$ cat src/rtl/keypad_b3_if.sv
// Event handshake between the keypad scanner (master) and the CPU I/O register block (slave).
// The master raises key_valid with key_code; the slave answers with a one-cycle key_ack.
interface keypad_b3_if;
  logic       key_ack;
  logic [3:0] key_code;
  logic       key_valid;
  logic       key_down;
  logic       overrun;

  modport master (input key_ack, output key_code, output key_valid, output key_down, output overrun);
  modport slave  (output key_ack, input key_code, input key_valid, input key_down, input overrun);
endinterface

$ cat src/rtl/keypad_b3.sv
// 4x4 matrix keypad scanner: rotates an active-low column drive, samples and debounces the rows,
// and posts single-key presses as hex codes over a valid/ack handshake.
module keypad_b3 #(
  parameter int SCAN_DIV       = 50000,
  parameter int DEBOUNCE_COUNT = 4
) (
  input  logic          clk,
  input  logic          rst_n,
  input  logic [3:0]    row,
  output logic [3:0]    col,
  keypad_b3_if.master   kif
);

  localparam int             DW         = $clog2(SCAN_DIV);
  localparam logic [DW-1:0]  DWELL_LAST = DW'(SCAN_DIV - 1);
  localparam logic [3:0]     DB_MAX     = 4'(DEBOUNCE_COUNT);

  logic [DW-1:0] r_dwell;
  logic [1:0]    r_colidx;
  logic [3:0]    r_col;
  logic [3:0]    r_sync1;
  logic [3:0]    r_sync2;
  logic [15:0]   r_raw;
  logic [15:0]   r_cand;
  logic [15:0]   r_deb;
  logic [15:0]   r_deb_prev;
  logic [3:0]    r_cnt;
  logic [3:0]    r_code;
  logic          r_valid;
  logic          r_down;
  logic          r_overrun;

  logic          w_last;
  logic          w_scan_done;
  logic [15:0]   w_raw_next;
  logic [15:0]   w_cand_next;
  logic [15:0]   w_deb_next;
  logic [3:0]    w_cnt_next;
  logic          w_event;

  function automatic logic is_onehot(input logic [15:0] m);
    return (m != 16'd0) && ((m & (m - 16'd1)) == 16'd0);
  endfunction

  // Bit index is 4*column + row; the table follows the PmodKYPD legend.
  function automatic logic [3:0] map_code(input logic [15:0] m);
    logic [3:0] idx;
    idx = 4'd0;
    for (int i = 0; i < 16; i++) begin
      if (m[i]) idx = 4'(i);
    end
    case (idx)
      4'd0:    return 4'h1;
      4'd1:    return 4'h4;
      4'd2:    return 4'h7;
      4'd3:    return 4'h0;
      4'd4:    return 4'h2;
      4'd5:    return 4'h5;
      4'd6:    return 4'h8;
      4'd7:    return 4'hF;
      4'd8:    return 4'h3;
      4'd9:    return 4'h6;
      4'd10:   return 4'h9;
      4'd11:   return 4'hE;
      4'd12:   return 4'hA;
      4'd13:   return 4'hB;
      4'd14:   return 4'hC;
      4'd15:   return 4'hD;
      default: return 4'h0;
    endcase
  endfunction

  assign w_last      = (r_dwell == DWELL_LAST);
  assign w_scan_done = w_last && (r_colidx == 2'd3);
  // Fires for exactly one cycle, the cycle after the debounced map leaves zero for a single key.
  assign w_event     = (r_deb_prev == 16'd0) && is_onehot(r_deb);

  // Raw map including the column being captured this cycle, so a full-scan compare sees all 16 keys.
  always_comb begin
    w_raw_next = r_raw;
    if (w_last) begin
      w_raw_next[{r_colidx, 2'b00} +: 4] = ~r_sync2;
    end else begin
      w_raw_next = r_raw;
    end
  end

  // Debounce update evaluated at each full-scan completion.
  always_comb begin
    w_cand_next = r_cand;
    w_cnt_next  = r_cnt;
    w_deb_next  = r_deb;
    if (w_scan_done) begin
      if (w_raw_next == r_cand) begin
        w_cnt_next = (r_cnt != DB_MAX) ? (r_cnt + 4'd1) : r_cnt;
      end else begin
        w_cand_next = w_raw_next;
        w_cnt_next  = 4'd1;
      end
      if (w_cnt_next == DB_MAX) begin
        w_deb_next = w_cand_next;
      end else begin
        w_deb_next = r_deb;
      end
    end else begin
      w_deb_next = r_deb;
    end
  end

  // Column dwell counter and rotating active-low column drive.
  always_ff @(posedge clk or negedge rst_n) begin
    if (!rst_n) begin
      r_dwell  <= '0;
      r_colidx <= 2'd0;
      r_col    <= 4'b1110;
    end else if (w_last) begin
      r_dwell  <= '0;
      r_colidx <= r_colidx + 2'd1;
      r_col    <= {r_col[2:0], r_col[3]};
    end else begin
      r_dwell  <= r_dwell + DW'(1);
    end
  end

  // Row synchronizer, raw capture and debounced key map.
  always_ff @(posedge clk or negedge rst_n) begin
    if (!rst_n) begin
      r_sync1    <= 4'hF;
      r_sync2    <= 4'hF;
      r_raw      <= 16'd0;
      r_cand     <= 16'd0;
      r_cnt      <= 4'd0;
      r_deb      <= 16'd0;
      r_deb_prev <= 16'd0;
      r_down     <= 1'b0;
    end else begin
      r_sync1    <= row;
      r_sync2    <= r_sync1;
      r_raw      <= w_raw_next;
      r_cand     <= w_cand_next;
      r_cnt      <= w_cnt_next;
      r_deb      <= w_deb_next;
      r_deb_prev <= r_deb;
      r_down     <= (r_deb != 16'd0);
    end
  end

  // Event handshake: a coincident ack lets the new event replace the old one.
  always_ff @(posedge clk or negedge rst_n) begin
    if (!rst_n) begin
      r_code    <= 4'h0;
      r_valid   <= 1'b0;
      r_overrun <= 1'b0;
    end else if (w_event) begin
      if (!r_valid || kif.key_ack) begin
        r_code  <= map_code(r_deb);
        r_valid <= 1'b1;
      end else begin
        r_overrun <= 1'b1;
      end
    end else if (kif.key_ack && r_valid) begin
      r_valid   <= 1'b0;
      r_overrun <= 1'b0;
    end
  end

  assign col           = r_col;
  assign kif.key_code  = r_code;
  assign kif.key_valid = r_valid;
  assign kif.key_down  = r_down;
  assign kif.overrun   = r_overrun;

endmodule
$ cat src/flat_wrapper.sv
// flat-port wrapper written by rule: the top's interface ports become plain ports
module keypad_b3_flat 
#(
  parameter int SCAN_DIV       = 50000,
  parameter int DEBOUNCE_COUNT = 4
)
  (clk, rst_n, row, col, kif_key_ack, kif_key_code, kif_key_valid, kif_key_down, kif_overrun);
  keypad_b3_if kif_i ();
  input  logic clk;
  input  logic rst_n;
  input  logic [3:0] row;
  output logic [3:0] col;
  input wire logic [$bits(kif_i.key_ack)-1:0] kif_key_ack;
  output wire logic [$bits(kif_i.key_code)-1:0] kif_key_code;
  output wire logic [$bits(kif_i.key_valid)-1:0] kif_key_valid;
  output wire logic [$bits(kif_i.key_down)-1:0] kif_key_down;
  output wire logic [$bits(kif_i.overrun)-1:0] kif_overrun;
  assign kif_i.key_ack = kif_key_ack;
  assign kif_key_code = kif_i.key_code;
  assign kif_key_valid = kif_i.key_valid;
  assign kif_key_down = kif_i.key_down;
  assign kif_overrun = kif_i.overrun;
  keypad_b3 #(.SCAN_DIV(SCAN_DIV), .DEBOUNCE_COUNT(DEBOUNCE_COUNT)) u_core (.clk(clk), .rst_n(rst_n), .row(row), .col(col), .kif(kif_i));
endmodule
$ cat config.mk
export PLATFORM = sky130hd
export DESIGN_NAME = keypad_b3_flat
export DESIGN_NICKNAME = d
export VERILOG_FILES = /design/src/rtl/keypad_b3_if.sv /design/src/rtl/keypad_b3.sv /design/src/flat_wrapper.sv
export SDC_FILE = /design/constraint.sdc
export NUM_CORES = 1
export LEC_CHECK = 0
export BUFFER_PORTS_ARGS = -buffer_cell sky130_fd_sc_hd__buf_2
export CAP_MARGIN = 15
export CELL_PAD_IN_SITES_DETAIL_PLACEMENT = 0
export CELL_PAD_IN_SITES_GLOBAL_PLACEMENT = 2
export CORE_MARGIN = 1.5
export CORE_UTILIZATION = 38
export DETAILED_ROUTE_END_ITERATION = 16
export PLACE_DENSITY_LB_ADDON = 0.1
export SETUP_SLACK_MARGIN = 0.1
export SLEW_MARGIN = 0
export SYNTH_ARGS = -nofsm -noshare
export SYNTH_HDL_FRONTEND = slang
export SYNTH_SLANG_ARGS = --single-unit
$ cat constraint.sdc
create_clock -name clk -period 3.7 [get_ports clk]
set_input_delay 0.74 -clock clk [delete_from_list [all_inputs] [get_ports clk]]
set_output_delay 0.74 -clock clk [all_outputs]
set_load 0.005 [all_outputs]
# ---- Word-level counts from Yosys, hierarchy flattened
# Memories as Yosys holds them, arrays and structs flattened. A register that Yosys moved wholly into a read port is not among the register bits.
# Index checks and enable logic that the tools add are counted.
dict set report word_totals {
  reg_bits 101
  latch_bits 0
  ramBits 0
  rom_bits 64
  out_inout_bits 11
  word_cells 74
  mem_count 1
}
dict set report classes {
  add_sub_neg 5
  mul 0
  n_div 0
  order_cmp 0
  eq_ne 7
  shifts 2
  mux 29
  bitwise_logic 2
  reduce_logical 15
}
# name depth word_bits rd rd_ports_with_merged_regs wr line_no
set mem_list {}
lappend mem_list {{(no name shown)} 16 4 1 1 0 keypad_b3.sv:52} ;# case (idx)
# operator count
set op_table {}
lappend op_table {{4-bit 2-to-1 mux} 13}
lappend op_table {{16-bit 2-to-1 mux} 3}
lappend op_table {{16-bit zero test} 2}
lappend op_table {{16-bit by 1-bit adder with 16-bit output, second input constant} 1}
lappend op_table {{16-bit AND} 1}
lappend op_table {{16-bit bitwise mux} 1}
lappend op_table {{16-bit == test} 1}
lappend op_table {{16-bit == test, second input constant} 1}
lappend op_table {{16-bit nonzero test} 1}
lappend op_table {{4-bit by 6-bit variable shift with 16-bit output, first input constant} 1}
lappend op_table {{4-bit by 6-bit variable part select with 16-bit output} 1}
lappend op_table {{16-bit by 1-bit subtractor with 16-bit output, second input constant} 1}
lappend op_table {{3-bit 2-to-1 mux} 4}
lappend op_table {{2-bit AND reduction} 4}
lappend op_table {{1-bit 2-to-1 mux} 6}
lappend op_table {{4-bit negator with 6-bit output} 1}
lappend op_table {{4-bit by 1-bit adder with 4-bit output, second input constant} 1}
lappend op_table {{4-bit by 3-bit == test with 1-bit output, second input constant} 1}
lappend op_table {{1-bit logical AND} 4}
lappend op_table {{2-bit 2-to-1 mux} 2}
lappend op_table {{2-bit != test, second input constant} 2}
lappend op_table {{4-bit by 3-bit != test with 1-bit output, second input constant} 1}
lappend op_table {{4-bit NOT} 1}
lappend op_table {{2-bit by 1-bit adder with 2-bit output, second input constant} 1}
lappend op_table {{other kinds (4)} 5}

# ---- Logic depth before layout (Yosys ltp)
dict set report depth {
  word_depth 17
  mapped_depth 13
  ltp_nobuf 12
}

# ---- Least setup slack after synthesis
# No wires, ideal clock.
dict set report synth_path {
  path_type {reg-to-reg}
  start {register u_core.r_dwell[7]}
  end {register u_core.r_deb[11]}
  setup_time_ns 0.125
  arrival_ns 3.321
  t_required_ns 3.575
  path_slack_ns 0.254
  stages_incl_launch_ff 12
  n_path_buf 3
  period_less_slack_ns 3.446
  cell_sequence {dfrtp_1 or4b_1 buf_2 or4_4 mux2_4 a311oi_1 nand4_1 nor4_4 and4_1 buf_6 buf_12 mux2_4}
}
dict set report synth_between {
  elab_chain_cells 7
  elab_cells_between_ends 9
  cone_classes {3 x eq/ne; 4 x mux; 2 x reduce/logical}
}
# item line_no
set synth_rtl {}
lappend synth_rtl {{start: declaration} keypad_b3.sv:18} ;# logic [DW-1:0] r_dwell;
lappend synth_rtl {{start signal: assignment} keypad_b3.sv:121} ;# r_dwell <= r_dwell + DW'(1);
lappend synth_rtl {{16-bit == test (*)} keypad_b3.sv:73} ;# assign w_last = (r_dwell == DWELL_LAST);
lappend synth_rtl {{16-bit 2-to-1 mux} keypad_b3.sv:81} ;# if (w_last) begin
lappend synth_rtl {{16-bit == test} keypad_b3.sv:94} ;# if (w_raw_next == r_cand) begin
lappend synth_rtl {{4-bit 2-to-1 mux} keypad_b3.sv:94}
lappend synth_rtl {{4-bit 2-to-1 mux} keypad_b3.sv:93} ;# if (w_scan_done) begin
lappend synth_rtl {{4-bit by 3-bit == test with 1-bit output} keypad_b3.sv:100} ;# if (w_cnt_next == DB_MAX) begin
lappend synth_rtl {{2-bit AND reduction (no line)} n/a}
lappend synth_rtl {{end signal: assignment} keypad_b3.sv:142} ;# r_deb <= w_deb_next;
lappend synth_rtl {{end: declaration} keypad_b3.sv:25} ;# logic [15:0] r_deb;
# Mark *: on every way between the ends. The rest lies on a longest branch, timed or not. The select of a mux whose other input is x is not followed.
# A chain may end at the register's enable or synchronous reset.

# ---- Worst setup path in the final report
dict set report layout_path {
  start {register u_core.r_dwell[7]}
  end {register u_core.r_deb[1]}
}
# Same word-level chain as after synthesis.

==> impl_metrics.json <==
{
  "status": "completed",
  "place_area_um2": 5390,
  "maxSlewViolCount": 0,
  "dr.pass1.iters": 4,
  "criticalPathCategory": "reg2reg",
  "worst_slack_ns": 0.238,
  "setup_tns_ns": 0,
  "ys.flop_type": "dfrtp_1",
  "ant_nets": 0,
  "coreArea_um2": 12700,
  "drive_above_1_share": 0.243,
  "max-slew-margin-rel": 0.570,
  "grt_max_degree": 53,
  "netlist_area_um2": 4990,
  "antenna_found_initial": 0,
  "boundaryPins": 18,
  "crit_path_end": "u_core.r_deb[1]",
  "reg2reg_to": "u_core.r_deb[1]",
  "num_vias": 3465,
  "syn_avg_cell_area_um2": 11.1,
  "p_seq_frac": 0.513,
  "min_path_type": "reg2reg",
  "p_comb_frac": 0.015,
  "clkPwrFrac": 0.472,
  "ys_seq_elements": 105,
  "globalplace.congestion": 0.744,
  "cp_max_fo": 16,
  "htree_levels": 3,
  "area_delta_synth_final_pct": 16.5,
  "cp-end-kind": "flop",
  "max_freq_mhz": 289,
  "cts_made_buffers": 9,
  "cap_violations": 0,
  "worstPathArrival_ns": 3.70,
  "yosysUniqueCellTypes": 61,
  "cts_root_buf": "clkbuf_16",
  "clock_skew_ns": 0.00986,
  "initial_core_util": 0.392,
  "layout.nets": 509,
  "clk_latency_ns": 0.35,
  "fin_crit_sh": 0.936,
  "synth-edff-count": 0,
  "stdcell_area_um2": 5810,
  "multi_input_area_um2": 2240,
  "finalHoldViolations": 0,
  "die_area_um2": 13800,
  "first_global_vias": 3299,
  "ys.warnings.count": 0,
  "setup_viol": 0,
  "worst-slew-pin-transition_ns": 0.645,
  "clock_sinks": 105,
  "fin_crit_ns": 3.46,
  "seq_area_um2": 2640,
  "dpl_worst_slack_ns": 0.110,
  "syn_nets": 468,
  "vias_per_cell": 5.18,
  "synthArstFlopShare": 1.00,
  "path_clk_slew_ns": 0.07,
  "drt_iter0_markers": 133,
  "worstPathCellList": "or4b_4 -> or4_4 -> mux2_4 -> a311oi_2 -> nand4_1 -> nor4_4 -> and4_4 -> buf_12 -> mux2_2",
  "fin_hold_ws_ns": 0.356,
  "port_buffers": 17,
  "fillCellCount": 1246,
  "rows": 41,
  "setup.worst_path.start_class": "flop",
  "reg2reg_slack_ns": 0.24,
  "overflow": 0,
  "wirelength_um": 10900,
  "p_sw_uw": 464,
  "die_y_um": 118,
  "die_w_um": 118,
  "cts_tree": "done",
  "antenna_cells": 0,
  "drc_errors": 0,
  "seq_area_frac_synth": 0.529,
  "grt_setup_unrepaired": "no",
  "reg2reg_from": "u_core.r_dwell[7]",
  "p_int_uw": 1800,
  "ff2ff_path_depth": 9,
  "cp_slowest_cell": "or4b_4",
  "vdd_drop_max_v": 0.000196,
  "grt_util_all_layers": 0.167,
  "startpoint": "u_core.r_dwell[7]",
  "dp_hpwl_um": 7890,
  "switching_share": 0.205,
  "p_per_area_nw_per_um2": 389,
  "wl_per_cell_um": 16.2,
  "cts_hold_buf": 0,
  "syn_inst": 451,
  "cp.required_ns": 3.94,
  "p_leak_uw": 0.00276,
  "max_stage_delay_ns": 0.58,
  "grt_pass1_wl_um": 18100,
  "clockBufferDepth": 2
}
-- Yosys cell counts, types with 3 or more instances --
master	n	area (um2)
and3_1	4	25.0
dfstp_2	11	289
o21ai_0	32	160
o21ai_1	3	15.0
clkbuf_1	9	33.8
inv_1	22	82.6
or4_1	3	22.5
ha_1	10	125
nand2b_1	8	50.1
or2_2	3	18.8
and4_1	3	26.3
o21bai_1	3	22.5
nor3_1	7	35.0
a21oi_1	16	80.1
nand2_1	36	135
or3_1	5	31.3
nor2_1	29	109
nand4_1	11	68.8
mux2_4	10	150
dfrtp_1	94	2350
mux2_2	23	259
xor2_1	14	123
nand3_1	14	70.1
mux2i_1	7	70.1
xnor2_1	14	123
nor4_1	12	75.1
-- state kept, by name, summed over array words and instances (netlist names) --
register              count
u_core.col                4
u_core.kif.key_down       1
u_core.r_colidx           2
u_core.r_cand            16
u_core.r_raw             16
u_core.r_sync1            4
u_core.kif.key_code       4
u_core.r_cnt              4
u_core.kif.overrun        1
u_core.kif.key_valid      1
u_core.r_dwell           16
u_core.r_sync2            4
u_core.r_deb_prev        16
u_core.r_deb             16
-- power groups by stage --
stage	Clock (uW)	Combinational [uW]	Sequential [uW]
after floorplan	0	5.54	1180
after detailed placement	0	36.5	1180
after CTS	1090	36.4	1160
after global routing	1150	40.4	1160
final	1070	34.1	1160
after global placement	0	36.2	1180
-- cells by family (layout without fill, tap and decap cells) --
kind of cell             after synthesis  in the layout  share of synthesized area
flip-flops                           105            105                      0.529
AO/OA/AOI/OAI                         79             79                     0.0980
XOR/XNOR                              28             28                     0.0491
AND/OR/NAND/NOR                      154            154                      0.171
adder cells (fa/ha/maj)               10             10                     0.0251
buffers and inverters                 35             81                     0.0316
multiplexers                          40             40                     0.0960
-- worst max-delay path: cells and delay by family (launching register included) --
kind            cells  cell delay, ns
simple gates        5            1.89
buf+inv             1            0.17
mux                 2            0.66
compound gates      1            0.26
flops               1            0.38
-- layer usage --
layer	up-vias	track usage	part of all wire
met1	1701	0.246	0.51
met5	-	0	0
met4	0	0.0595	0.015
li1	1706	-	-
met2	46	0.251	0.45
met3	12	0.0252	0.024
-- placed cells by master, fill, tap and decap left out, types with 3 or more instances in the layout --
| cell type | instances |
|---|---|
| or2_2 | 3 |
| nand4_1 | 11 |
| or4_1 | 3 |
| buf_2 | 16 |
| dfstp_2 | 11 |
| mux2_2 | 23 |
| inv_1 | 22 |
| dfrtp_1 | 94 |
| nand2_1 | 36 |
| and3_1 | 4 |
| o21ai_1 | 3 |
| mux2_4 | 10 |
| nor4_2 | 4 |
| nor4_1 | 10 |
| xor2_1 | 14 |
| or3_1 | 5 |
| o21ai_0 | 32 |
| xnor2_1 | 14 |
| mux2i_1 | 7 |
| nand3_1 | 14 |
| nor3_1 | 7 |
| ha_1 | 9 |
| o21bai_1 | 3 |
| clkbuf_16 | 9 |
| nand2b_1 | 8 |
| a21oi_1 | 16 |
| buf_4 | 26 |
| nor2_1 | 29 |
-- layout make-up --
type                    instances  share of cell area
flip-flops and latches        105               0.454
multi-input cells             311               0.385
repair buffers                 43              0.0508
clock buffers                  11              0.0435
well taps                     172              0.0370
clock inverters                 5              0.0149
inverters                      22              0.0142
-- metrics by stage --
| step | total power (uW) | instances | util |
|---|---|---|---|
| final | 2260 | 669 | 0.457 |
| after global routing | 2350 | 669 | 0.457 |
| after CTS | 2290 | 663 | 0.450 |
| after detailed placement | 1220 | 647 | 0.423 |
| after global placement | 1220 | 647 | 0.423 |
| after floorplan | 1190 | 451 | - |
-- worst min path at each step --
stage / from / to / slack (ns) / cells after the start
after floorplan: u_core.r_sync1[0] / u_core.r_sync2[0] / 0.35 / 0
after CTS: u_core.r_sync1[0] / u_core.r_sync2[0] / 0.36 / 0
final: u_core.r_sync1[0] / u_core.r_sync2[0] / 0.36 / 0
after global placement: u_core.r_sync1[2] / u_core.r_sync2[2] / 0.35 / 0
after global routing: u_core.r_sync1[0] / u_core.r_sync2[0] / 0.36 / 0
after detailed placement: u_core.r_sync1[0] / u_core.r_sync2[0] / 0.35 / 0
-- what timing repair did --
item                                    4_1_cts  5_1_grt
resized for setup                             0        9
buffers inserted                              0        6
endpoints found under the setup margin        0       16
hold endpoints to repair                      0        0
Note: power is estimated with default switching activity, not from simulation.
